[config.mk]
export PLATFORM = sky130hd
export DESIGN_NAME = seg_argmax
export DESIGN_NICKNAME = d
export VERILOG_FILES = /design/src/rtl/seg_argmax_pkg.sv /design/src/rtl/seg_max2.sv /design/src/rtl/seg_argmax.sv
export SDC_FILE = /design/constraint.sdc
export NUM_CORES = 1
export LEC_CHECK = 0
export CORE_MARGIN = 2
export CORE_UTILIZATION = 35
export DETAILED_ROUTE_END_ITERATION = 12
export GPL_ROUTABILITY_DRIVEN = 1
export PLACE_DENSITY = 0.6
export RECOVER_POWER = 25
export SLEW_MARGIN = 15
export SYNTH_ARGS = -nofsm -noshare
export SYNTH_HDL_FRONTEND = slang
export SYNTH_SLANG_ARGS = --single-unit
[constraint.sdc]
create_clock -name clock -period 3.1 [get_ports clock]
set_input_delay 0.62 -clock clock [delete_from_list [all_inputs] [get_ports clock]]
set_output_delay 0.62 -clock clock [all_outputs]
set_load 0.02 [all_outputs]
[src/rtl/seg_argmax_pkg.sv]
// Shared constants and width helpers for the segmentation class-decision stage.
// Also used by the layer modules for fixed-point width derivation.
package seg_argmax_pkg;

  localparam int UNITS    = 4;
  localparam int IDX_BITW = 2;

  function automatic int log2_ceil(input int value);
    int r;
    r = 0;
    for (int i = 0; i < 31; i++) begin
      if ((1 << i) < value) r = i + 1;
    end
    return r;
  endfunction

  function automatic int fixed_bitw(input int int_bitw, input int frac_bitw);
    return int_bitw + frac_bitw;
  endfunction

endpackage

[src/rtl/seg_max2.sv]
// Combinational signed 2-way max over {index, score} pairs.
// Ties keep the a-side, which callers wire as the lower class index.
module seg_max2
  import seg_argmax_pkg::*;
#(
  parameter int SCORE_BITW = 13
) (
  input  logic [IDX_BITW-1:0]   a_idx,
  input  logic [SCORE_BITW-1:0] a_score,
  input  logic [IDX_BITW-1:0]   b_idx,
  input  logic [SCORE_BITW-1:0] b_score,
  output logic [IDX_BITW-1:0]   win_idx,
  output logic [SCORE_BITW-1:0] win_score
);

  logic b_wins;

  assign b_wins    = $signed(b_score) > $signed(a_score);
  assign win_idx   = b_wins ? b_idx : a_idx;
  assign win_score = b_wins ? b_score : a_score;

endmodule

[src/rtl/seg_argmax.sv]
// Per-pixel argmax over four class scores with a two-stage compare tree,
// plus a per-frame class histogram published at the end of each window.
module seg_argmax
  import seg_argmax_pkg::*;
#(
  parameter int HEIGHT    = 480,
  parameter int WIDTH     = 640,
  parameter int W_HEIGHT  = 525,
  parameter int W_WIDTH   = 800,
  parameter int INT_BITW  = 5,
  parameter int FRAC_BITW = 8,
  localparam int FIXED_BITW = fixed_bitw(INT_BITW, FRAC_BITW),
  localparam int V_BITW     = log2_ceil(W_HEIGHT),
  localparam int H_BITW     = log2_ceil(W_WIDTH),
  localparam int CNT_BITW   = log2_ceil(HEIGHT * WIDTH + 1)
) (
  input  logic                           clock,
  input  logic                           n_rst,
  input  logic [0:FIXED_BITW*UNITS-1]    in_y,
  input  logic [V_BITW-1:0]              in_vcnt,
  input  logic [H_BITW-1:0]              in_hcnt,
  output logic [IDX_BITW-1:0]            out_label,
  output logic [FIXED_BITW-1:0]          out_score,
  output logic [V_BITW-1:0]              out_vcnt,
  output logic [H_BITW-1:0]              out_hcnt,
  output logic [0:CNT_BITW*UNITS-1]      out_hist,
  output logic                           out_hist_valid
);

  logic [FIXED_BITW-1:0] score [UNITS];

  for (genvar k = 0; k < UNITS; k++) begin : g_unpack
    assign score[k] = in_y[FIXED_BITW*k +: FIXED_BITW];
  end

  logic [IDX_BITW-1:0]   p_lo_idx, p_hi_idx, s2_idx;
  logic [FIXED_BITW-1:0] p_lo_score, p_hi_score, s2_score;

  seg_max2 #(.SCORE_BITW(FIXED_BITW)) u_max_lo (
    .a_idx(2'd0), .a_score(score[0]),
    .b_idx(2'd1), .b_score(score[1]),
    .win_idx(p_lo_idx), .win_score(p_lo_score)
  );

  seg_max2 #(.SCORE_BITW(FIXED_BITW)) u_max_hi (
    .a_idx(2'd2), .a_score(score[2]),
    .b_idx(2'd3), .b_score(score[3]),
    .win_idx(p_hi_idx), .win_score(p_hi_score)
  );

  logic [IDX_BITW-1:0]   s1_lo_idx, s1_hi_idx;
  logic [FIXED_BITW-1:0] s1_lo_score, s1_hi_score;
  logic [V_BITW-1:0]     s1_vcnt;
  logic [H_BITW-1:0]     s1_hcnt;
  logic                  s1_vld, s2_vld;

  seg_max2 #(.SCORE_BITW(FIXED_BITW)) u_max_fin (
    .a_idx(s1_lo_idx), .a_score(s1_lo_score),
    .b_idx(s1_hi_idx), .b_score(s1_hi_score),
    .win_idx(s2_idx), .win_score(s2_score)
  );

  // s1_vld/s2_vld keep the all-zero reset contents of the pipe from
  // looking like a real (0,0) pixel to the sync logic.
  always_ff @(posedge clock or negedge n_rst) begin
    if (!n_rst) begin
      s1_lo_idx   <= '0;
      s1_lo_score <= '0;
      s1_hi_idx   <= '0;
      s1_hi_score <= '0;
      s1_vcnt     <= '0;
      s1_hcnt     <= '0;
      s1_vld      <= 1'b0;
      out_label   <= '0;
      out_score   <= '0;
      out_vcnt    <= '0;
      out_hcnt    <= '0;
      s2_vld      <= 1'b0;
    end else begin
      s1_lo_idx   <= p_lo_idx;
      s1_lo_score <= p_lo_score;
      s1_hi_idx   <= p_hi_idx;
      s1_hi_score <= p_hi_score;
      s1_vcnt     <= in_vcnt;
      s1_hcnt     <= in_hcnt;
      s1_vld      <= 1'b1;
      out_label   <= s2_idx;
      out_score   <= s2_score;
      out_vcnt    <= s1_vcnt;
      out_hcnt    <= s1_hcnt;
      s2_vld      <= s1_vld;
    end
  end

  logic                sync;
  logic                at_origin, synced, active, count_en, frame_end;
  logic [CNT_BITW-1:0] acc      [UNITS];
  logic [CNT_BITW-1:0] acc_next [UNITS];

  assign at_origin = s2_vld && (out_vcnt == '0) && (out_hcnt == '0);
  assign synced    = sync || at_origin;
  assign active    = s2_vld && (int'(out_vcnt) < HEIGHT) && (int'(out_hcnt) < WIDTH);
  assign count_en  = synced && active;
  assign frame_end = synced && s2_vld
                     && (out_vcnt == V_BITW'(W_HEIGHT - 1))
                     && (out_hcnt == H_BITW'(W_WIDTH - 1));

  always_comb begin
    for (int k = 0; k < UNITS; k++) begin
      acc_next[k] = acc[k];
      if (count_en && (out_label == IDX_BITW'(k))) acc_next[k] = acc[k] + CNT_BITW'(1);
    end
  end

  // The frame-end pixel's own contribution is published and the counters
  // restart from zero on the same edge.
  always_ff @(posedge clock or negedge n_rst) begin
    if (!n_rst) begin
      sync           <= 1'b0;
      out_hist       <= '0;
      out_hist_valid <= 1'b0;
      for (int k = 0; k < UNITS; k++) acc[k] <= '0;
    end else begin
      sync           <= synced;
      out_hist_valid <= frame_end;
      if (frame_end) begin
        for (int k = 0; k < UNITS; k++) begin
          out_hist[CNT_BITW*k +: CNT_BITW] <= acc_next[k];
          acc[k] <= '0;
        end
      end else begin
        for (int k = 0; k < UNITS; k++) acc[k] <= acc_next[k];
      end
    end
  end

endmodule

==> reports/qor.txt, run 1 <==
Crit. End Element -> flop
WL/cell -> 15.8 microns
first-pass GRT wire length -> 42,400 microns
vias in the first global route -> 8,252
Synth Area in Simple Gates -> 20.0%
DRC Markers -> 0
r2r endpoint -> out_hist[30]$_DFFE_PN0P_
Final Power -> 0.00798 W
Total GRT Usage -> 15.5%
Filler cells -> 2,903
Ant. Diodes -> 0
Synth cell types -> 67
Die Width -> 183 microns
fin area -> 0.0146 sq mm
port bufs -> 185
initial antenna violation count -> 0
row count -> 65
initial DRC count -> 480
Worst Hold Class -> flop to flop
buffer depth of the longest clock path -> 3
post-synthesis mux area share -> 4.69%
FF+latch count, synth -> 239
launch point of the worst reg-to-reg path -> out_vcnt[2]$_DFF_PN0_
Final Cycle Share -> 85.8%
XOR/XNOR share of the synthesized area -> 5.53%
post-route ant nets -> 0
CORE AREA -> 0.0316 sq mm
Crit Path Max Fanout -> 33
Fmax achieved -> 376 MHz
RSZ-0062 raised after global routing -> no
worst clock skew -> 11.9 ps
FF/Latch Area -> 0.00598 sq mm
fin util -> 46.0%
largest family of logic cells by synthesized area -> simple AND/OR/NAND/NOR gates
Area contributors post-synth -> dfrtp_1 53%, nor2_1 5.6%, xnor2_1 5.1%
Final Hold Vio Count -> 0
cells on worst reg2reg path -> 6
H-tree lvl count -> 1
Post-Synthesis Cells -> 1,030
Yosys top cell area share -> 53.2%
Die Height -> 183 microns
Vias/cell -> 5.01
P&R area growth vs syn -> 29.3%
Max-Cap Viols -> 0
setup_tns -> 0 ps
Hold Path Cell Cnt -> 0
Synthesized Nets -> 1,147
Compound-Gate Fraction of Synth Area -> 8.14%
Post-CTS Repair Setup Buffers -> 0
Num CTS Buffers -> 26
clk_lat worst skew -> 540 ps
worst-margin pin slew -> 1270 ps
CP required -> 3500 ps
sequential-to-total area share from yosys stat -> 53.2%
pin count of the biggest net entering global routing -> 114
P per Cell Area -> 548 mW/mm^2
CP Data Arrival Time -> 3060 ps
reg-to-reg slack, setup -> 440 ps
Synth async-reset ratio -> 100%
drt pass-1 iters -> 4
hold-critical path endpoint -> out_vcnt[2]$_DFF_PN0_
crit path kind -> flop to flop
Root Driver -> clkbuf_16
Peak supply drop -> 441 uV
most frequent cells in the layout -> 239 x dfrtp_1, 169 x nor2_1, 164 x clkdlybuf4s50_1
Post-DP Area -> 0.0136 sq mm
commonest non-fill, non-tap cell in the layout -> dfrtp_1
CP startpoint kind -> flop
ys flop type -> dfrtp_1
CTS clk-pin slew, worst paths -> 60 ps
Post-synth EDFFs -> 0
Final Slew Violations -> 0
final net count -> 1,334
via count -> 8,214
grt total ovfl -> 0
dpl hpwl -> 18,700 microns
Post-Synth Adder-Cell Area -> 4.78%
GPL Wtd Cong -> 0.884
fraction of layout cells with a size suffix above 1 -> 12.4%
Yosys warnings -> 0
CTS tree -> built
Worst slew margin -> 15.6%
WL final -> 25,900 microns
Die ar. -> 0.0336 sq mm
final setup fails -> 0
# IOs -> 186
outcome -> finished clean
Hold Crit Start -> s1_vcnt[2]$_DFF_PN0_
initial core utilization -> 35.6%
Tmin final -> 2660 ps
Multi-input gate area -> 0.00488 sq mm
cell area after synthesis -> 0.0113 sq mm
syn_area_per_cell -> 10.9 sq um
CTS sink count -> 239
post-synth top area cell -> dfrtp_1
Pleak -> 6.36 nW
-- metrics by stage --
step                std cells  setup WS (ps)  hold slack (ps)
floorplan                1030            473              324
global placement         1590           54.9              332
detailed placement       1590           27.0              336
CTS                      1638            457              343
global route             1638            201              346
finish                   1638            442              346
-- logic make-up (layout without fill, tap and decap cells) --
| group | count (synthesis) | in the layout |
|---|---|---|
| multiplexers | 51 | 51 |
| XOR/XNOR | 71 | 71 |
| other | 1 | 1 |
| flip-flops | 239 | 239 |
| AO/OA/AOI/OAI | 143 | 143 |
| adder cells (fa/ha/maj) | 43 | 43 |
| AND/OR/NAND/NOR | 384 | 384 |
| buffers and inverters | 98 | 304 |
-- flip-flops by register name, summed over array words and instances, names as in the netlist --
register and flops:
out_hcnt 10, s1_vcnt 10, out_label 2, out_vcnt 10
s1_hi_score 13, out_score 13, acc 76, out_hist_valid 1
s1_hcnt 10, s1_hi_idx 2, sync 1, s1_lo_idx 1
s1_lo_score 13, out_hist 76, s2_vld 1
-- what timing repair did --
| action | 4_1_cts | 5_1_grt |
|---|---|---|
| resized for setup | 0 | 0 |
| endpoints found under the hold margin | 37 | 0 |
| hold buffers | 1 | 0 |
-- layout make-up --
cell class | count | share of cell area [%]
flip-flops and latches | 239 | 41.1
well taps | 402 | 3.46
repair buffers | 212 | 14.4
multi-input cells | 693 | 33.5
clock inverters | 13 | 1.43
clock buffers | 34 | 4.88
inverters | 45 | 1.16
-- synth_stat cells, types with 2 or more instances --
library cell	n
dfrtp_1	239
nor2_1	169
a21oi_1	87
xnor2_1	66
inv_1	45
ha_1	43
nand2_1	43
mux2i_1	37
nand3_1	31
clkbuf_1	30
nor4_2	24
nand4_1	23
nor3_2	20
a221o_1	15
buf_2	14
o32ai_1	12
and3_1	11
mux2_2	8
nor3_1	8
nor4_1	7
mux2_1	6
nor4b_2	6
o21ai_0	6
nor3b_2	5
xor2_1	5
a21o_1	4
and4_1	4
buf_1	4
buf_4	4
or3_1	4
and2_1	3
nor2b_1	3
o31ai_1	3
or4_1	3
a21oi_2	2
a31o_2	2
nor4_4	2
o21ai_1	2
or4_4	2
-- worst max-delay path: stages, from the launching register on --
cell and delay [ps]:
dfrtp_1 410, nor4_1 580, a41oi_4 430, buf_4 420, nor4_1 370, xnor2_1 200
a21oi_1 100
-- per-layer routing --
metal  track usage [%]  up-vias  part of all wire [%]
met5                 0        -                     0
met4              4.16        0                   2.4
met3              2.78       46                   4.9
met2              25.5      182                    47
met1              21.2     3997                    46
li1                  -     3989                     -
-- how the worst max path moves through the flow --
stage                                from                  endpoint  slack (ps)
global placement                 in_y[32]  s1_hi_score[4]$_DFF_PN0_          50
CTS                 out_vcnt[2]$_DFF_PN0_  out_hist[30]$_DFFE_PN0P_         460
global route        out_vcnt[2]$_DFF_PN0_  out_hist[30]$_DFFE_PN0P_         200
finish              out_vcnt[2]$_DFF_PN0_  out_hist[30]$_DFFE_PN0P_         440
floorplan                        in_y[32]  s1_hi_score[3]$_DFF_PN0_         470
detailed placement               in_y[32]  s1_hi_score[2]$_DFF_PN0_          30
-- power by group --
group	switching, W	internal, W	total (W)
clock network	0.00126	0.00203	0.00329
registers	0.000132	0.00329	0.00343
logic	0.000661	0.000599	0.00126
total	0.00206	0.00593	0.00798
(Power assumes the default switching activity.)
==> run 2: changes to the inputs <==
--- a/config.mk
+++ b/config.mk
@@ -5,10 +5,10 @@
 export SDC_FILE = /design/constraint.sdc
 export NUM_CORES = 1
 export LEC_CHECK = 0
-export CORE_MARGIN = 2
 export CORE_UTILIZATION = 35
 export DETAILED_ROUTE_END_ITERATION = 12
 export GPL_ROUTABILITY_DRIVEN = 1
+export GPL_TIMING_DRIVEN = 0
 export PLACE_DENSITY = 0.6
 export RECOVER_POWER = 25
 export SLEW_MARGIN = 15
==> reports/qor.txt, run 2 (synthesis gave the netlist of run 1 again) <==
outcome -> complete, but fails checks (was finished clean)
failing checks -> capacitance limit, slew limit
WL/cell -> 17.0 microns (was 15.8 microns)
via count -> 8,404 (was 8,214)
CTS Hold Bufs -> 0 (was 1)
vias in the first global route -> 8,697 (was 8,252)
P&R area growth vs syn -> 28.9% (was 29.3%)
Root Driver -> clkbuf_16 (unchanged)
Crit Path Max Fanout -> 10 (was 33)
initial core utilization -> 35.7% (was 35.6%)
clock group share of total power -> 39.4% (was 41.3%)
final setup fails -> 0 (unchanged)
Switching Fraction -> 26.4% (was 25.8%)
GPL Wtd Cong -> 0.826 (was 0.884)
buffer depth of the longest clock path -> 3 (unchanged)
setup_tns -> 0 ps (unchanged)
row count -> 65 (unchanged)
Layout Cells excl Fill -> 1,664 (was 1,638)
H-tree lvl count -> 1 (unchanged)
fin area -> 0.0145 sq mm (was 0.0146 sq mm)
worst clock skew -> 16.0 ps (was 11.9 ps)
WHS -> 343 ps (was 346 ps)
port bufs -> 185 (unchanged)
Die Width -> 181 microns (was 183 microns)
Post-DP Area -> 0.0137 sq mm (was 0.0136 sq mm)
Peak supply drop -> 459 uV (was 441 uV)
Tmin final -> 2880 ps (was 2660 ps)
fraction of layout cells with a size suffix above 1 -> 11.3% (was 12.4%)
clk_lat worst skew -> 540 ps (about the same)
CP Data Arrival Time -> 3280 ps (was 3060 ps)
CTS tree -> built (unchanged)
Fmax achieved -> 347 MHz (was 376 MHz)
grt total ovfl -> 0 (unchanged)
Total GRT Usage -> 17.4% (was 15.5%)
pin count of the biggest net entering global routing -> 85 (was 114)
worst-margin pin slew -> 1970 ps (was 1270 ps)
Vias/cell -> 5.05 (was 5.01)
CP startpoint kind -> primary input (was flop)
# IOs -> 186 (unchanged)
Post-CTS Repair Setup Buffers -> 0 (unchanged)
Die Height -> 181 microns (was 183 microns)
Final Cycle Share -> 93.0% (was 85.8%)
P per Cell Area -> 535 mW/mm^2 (was 548 mW/mm^2)
WL final -> 28,200 microns (was 25,900 microns)
post-route ant nets -> 0 (unchanged)
Filler cells -> 2,967 (was 2,903)
Die ar. -> 0.0329 sq mm (was 0.0336 sq mm)
Max-Cap Viols -> 1 (was 0)
crit path kind -> primary input to flop (was flop to flop)
CP required -> 3500 ps (about the same)
Final Slew Violations -> 76 (was 0)
final net count -> 1,362 (was 1,334)
Comb pwr share -> 16.7% (was 15.8%)
initial antenna violation count -> 0 (unchanged)
commonest non-fill, non-tap cell in the layout -> dfrtp_1 (unchanged)
Worst Hold Class -> flop to flop (unchanged)
Sequential Power Share -> 43.9% (was 42.9%)
reg-to-reg slack, setup -> 290 ps (was 440 ps)
Final Hold Vio Count -> 0 (unchanged)
Num CTS Buffers -> 26 (unchanged)
drt pass-1 iters -> 5 (was 4)
most frequent cells in the layout -> 239 x dfrtp_1, 169 x nor2_1, 164 x clkdlybuf4s50_1 (unchanged)
CTS clk-pin slew, worst paths -> 60 ps (about the same)
first-pass GRT wire length -> 45,900 microns (was 42,400 microns)
Ant. Diodes -> 0 (unchanged)
RSZ-0062 raised after global routing -> no (unchanged)
Crit. End Element -> flop (unchanged)
Pint -> 0.00571 W (was 0.00593 W)
CTS resizes -> 0 (unchanged)
net switching power -> 0.00205 W (was 0.00206 W)
Worst slew margin -> -31.5% (was 15.6%)
Inst Count DP -> 1,619 (was 1,590)
DRC Markers -> 0 (unchanged)
CORE AREA -> 0.0316 sq mm (about the same)
CTS sink count -> 239 (unchanged)
dpl hpwl -> 20,600 microns (was 18,700 microns)
Pleak -> 6.32 nW (was 6.36 nW)
initial DRC count -> 427 (was 480)
Largest regs -> acc x76, out_hist x76 (unchanged)
==> run 2: cell types whose count changed in the layout (fill, tap and decap cells not counted), sizes merged <==
cell,change
clkbuf,+32
clkinv,-2
bufinv,-3
buf,+1
dlygate4sd3,-1
clkinvlp,-1
==> run 2: stage by stage <==
stage / utilization (%) / setup WS (ps) / total power [W]
after detailed placement: 43.3 / -380 / 0.00478
final: 46.0 / 217 / 0.00776
after global routing: 46.0 / 45.5 / 0.00810
after CTS: 46.0 / 182 / 0.00786
after global placement: 43.1 / -8860 / 0.00476
after floorplan: - / 473 / 0.00415
==> run 2: power by group through the flow <==
stage	combinational, W	clock [W]	sequential (W)
global route	0.00142	0.00326	0.00343
global placement	0.00129	0	0.00347
detailed placement	0.00131	0	0.00347
CTS	0.00131	0.00314	0.00341
finish	0.00129	0.00306	0.00341
floorplan	0.000596	0	0.00356
==> run 2: worst paths after layout <==
check / startpoint / to / depth (start not counted)
max in group asynchronous: n_rst / s1_lo_idx[0]$_DFF_PN0_ / 3
min in group asynchronous: n_rst / out_hist[44]$_DFFE_PN0P_ / 1
min: s1_vcnt[3]$_DFF_PN0_ / out_vcnt[3]$_DFF_PN0_ / 0
min reg2reg: s1_vcnt[3]$_DFF_PN0_ / out_vcnt[3]$_DFF_PN0_ / 0
max: in_y[0] / s1_lo_score[8]$_DFF_PN0_ / 10
max reg2reg: out_hcnt[5]$_DFF_PN0_ / out_hist[7]$_DFFE_PN0P_ / 8
==> run 2: layer usage <==
layer	GRT usage, %	wire length [microns]	up-vias
met5	0	0	-
met4	4.68	610	0
met3	3.89	1510	44
met2	28.8	13500	212
met1	22.8	12600	4116
li1	-	-	4032
==> run 2: worst max-delay path, cell delays in order <==
cell and delay [ps]:
clkdlybuf4s50_1 490, inv_1 60, ha_1 260, clkbuf_1 300
nand4_1 200, a311o_1 350, nand3_1 150, o21ai_0 190
buf_2 260, a221o_1 390
==> run 2: cell type report <==
cell class	count	area (sq um)	share of cell area (%)
Sequential cell	239	5980	41.2
Multi-Input combinational cell	693	4860	33.5
Timing Repair Buffer	187	1900	13.1
Clock buffer	38	746	5.14
Tap cell	402	503	3.47
Buffer	53	240	1.66
Inverter	45	169	1.16
Clock inverter	7	96.3	0.664
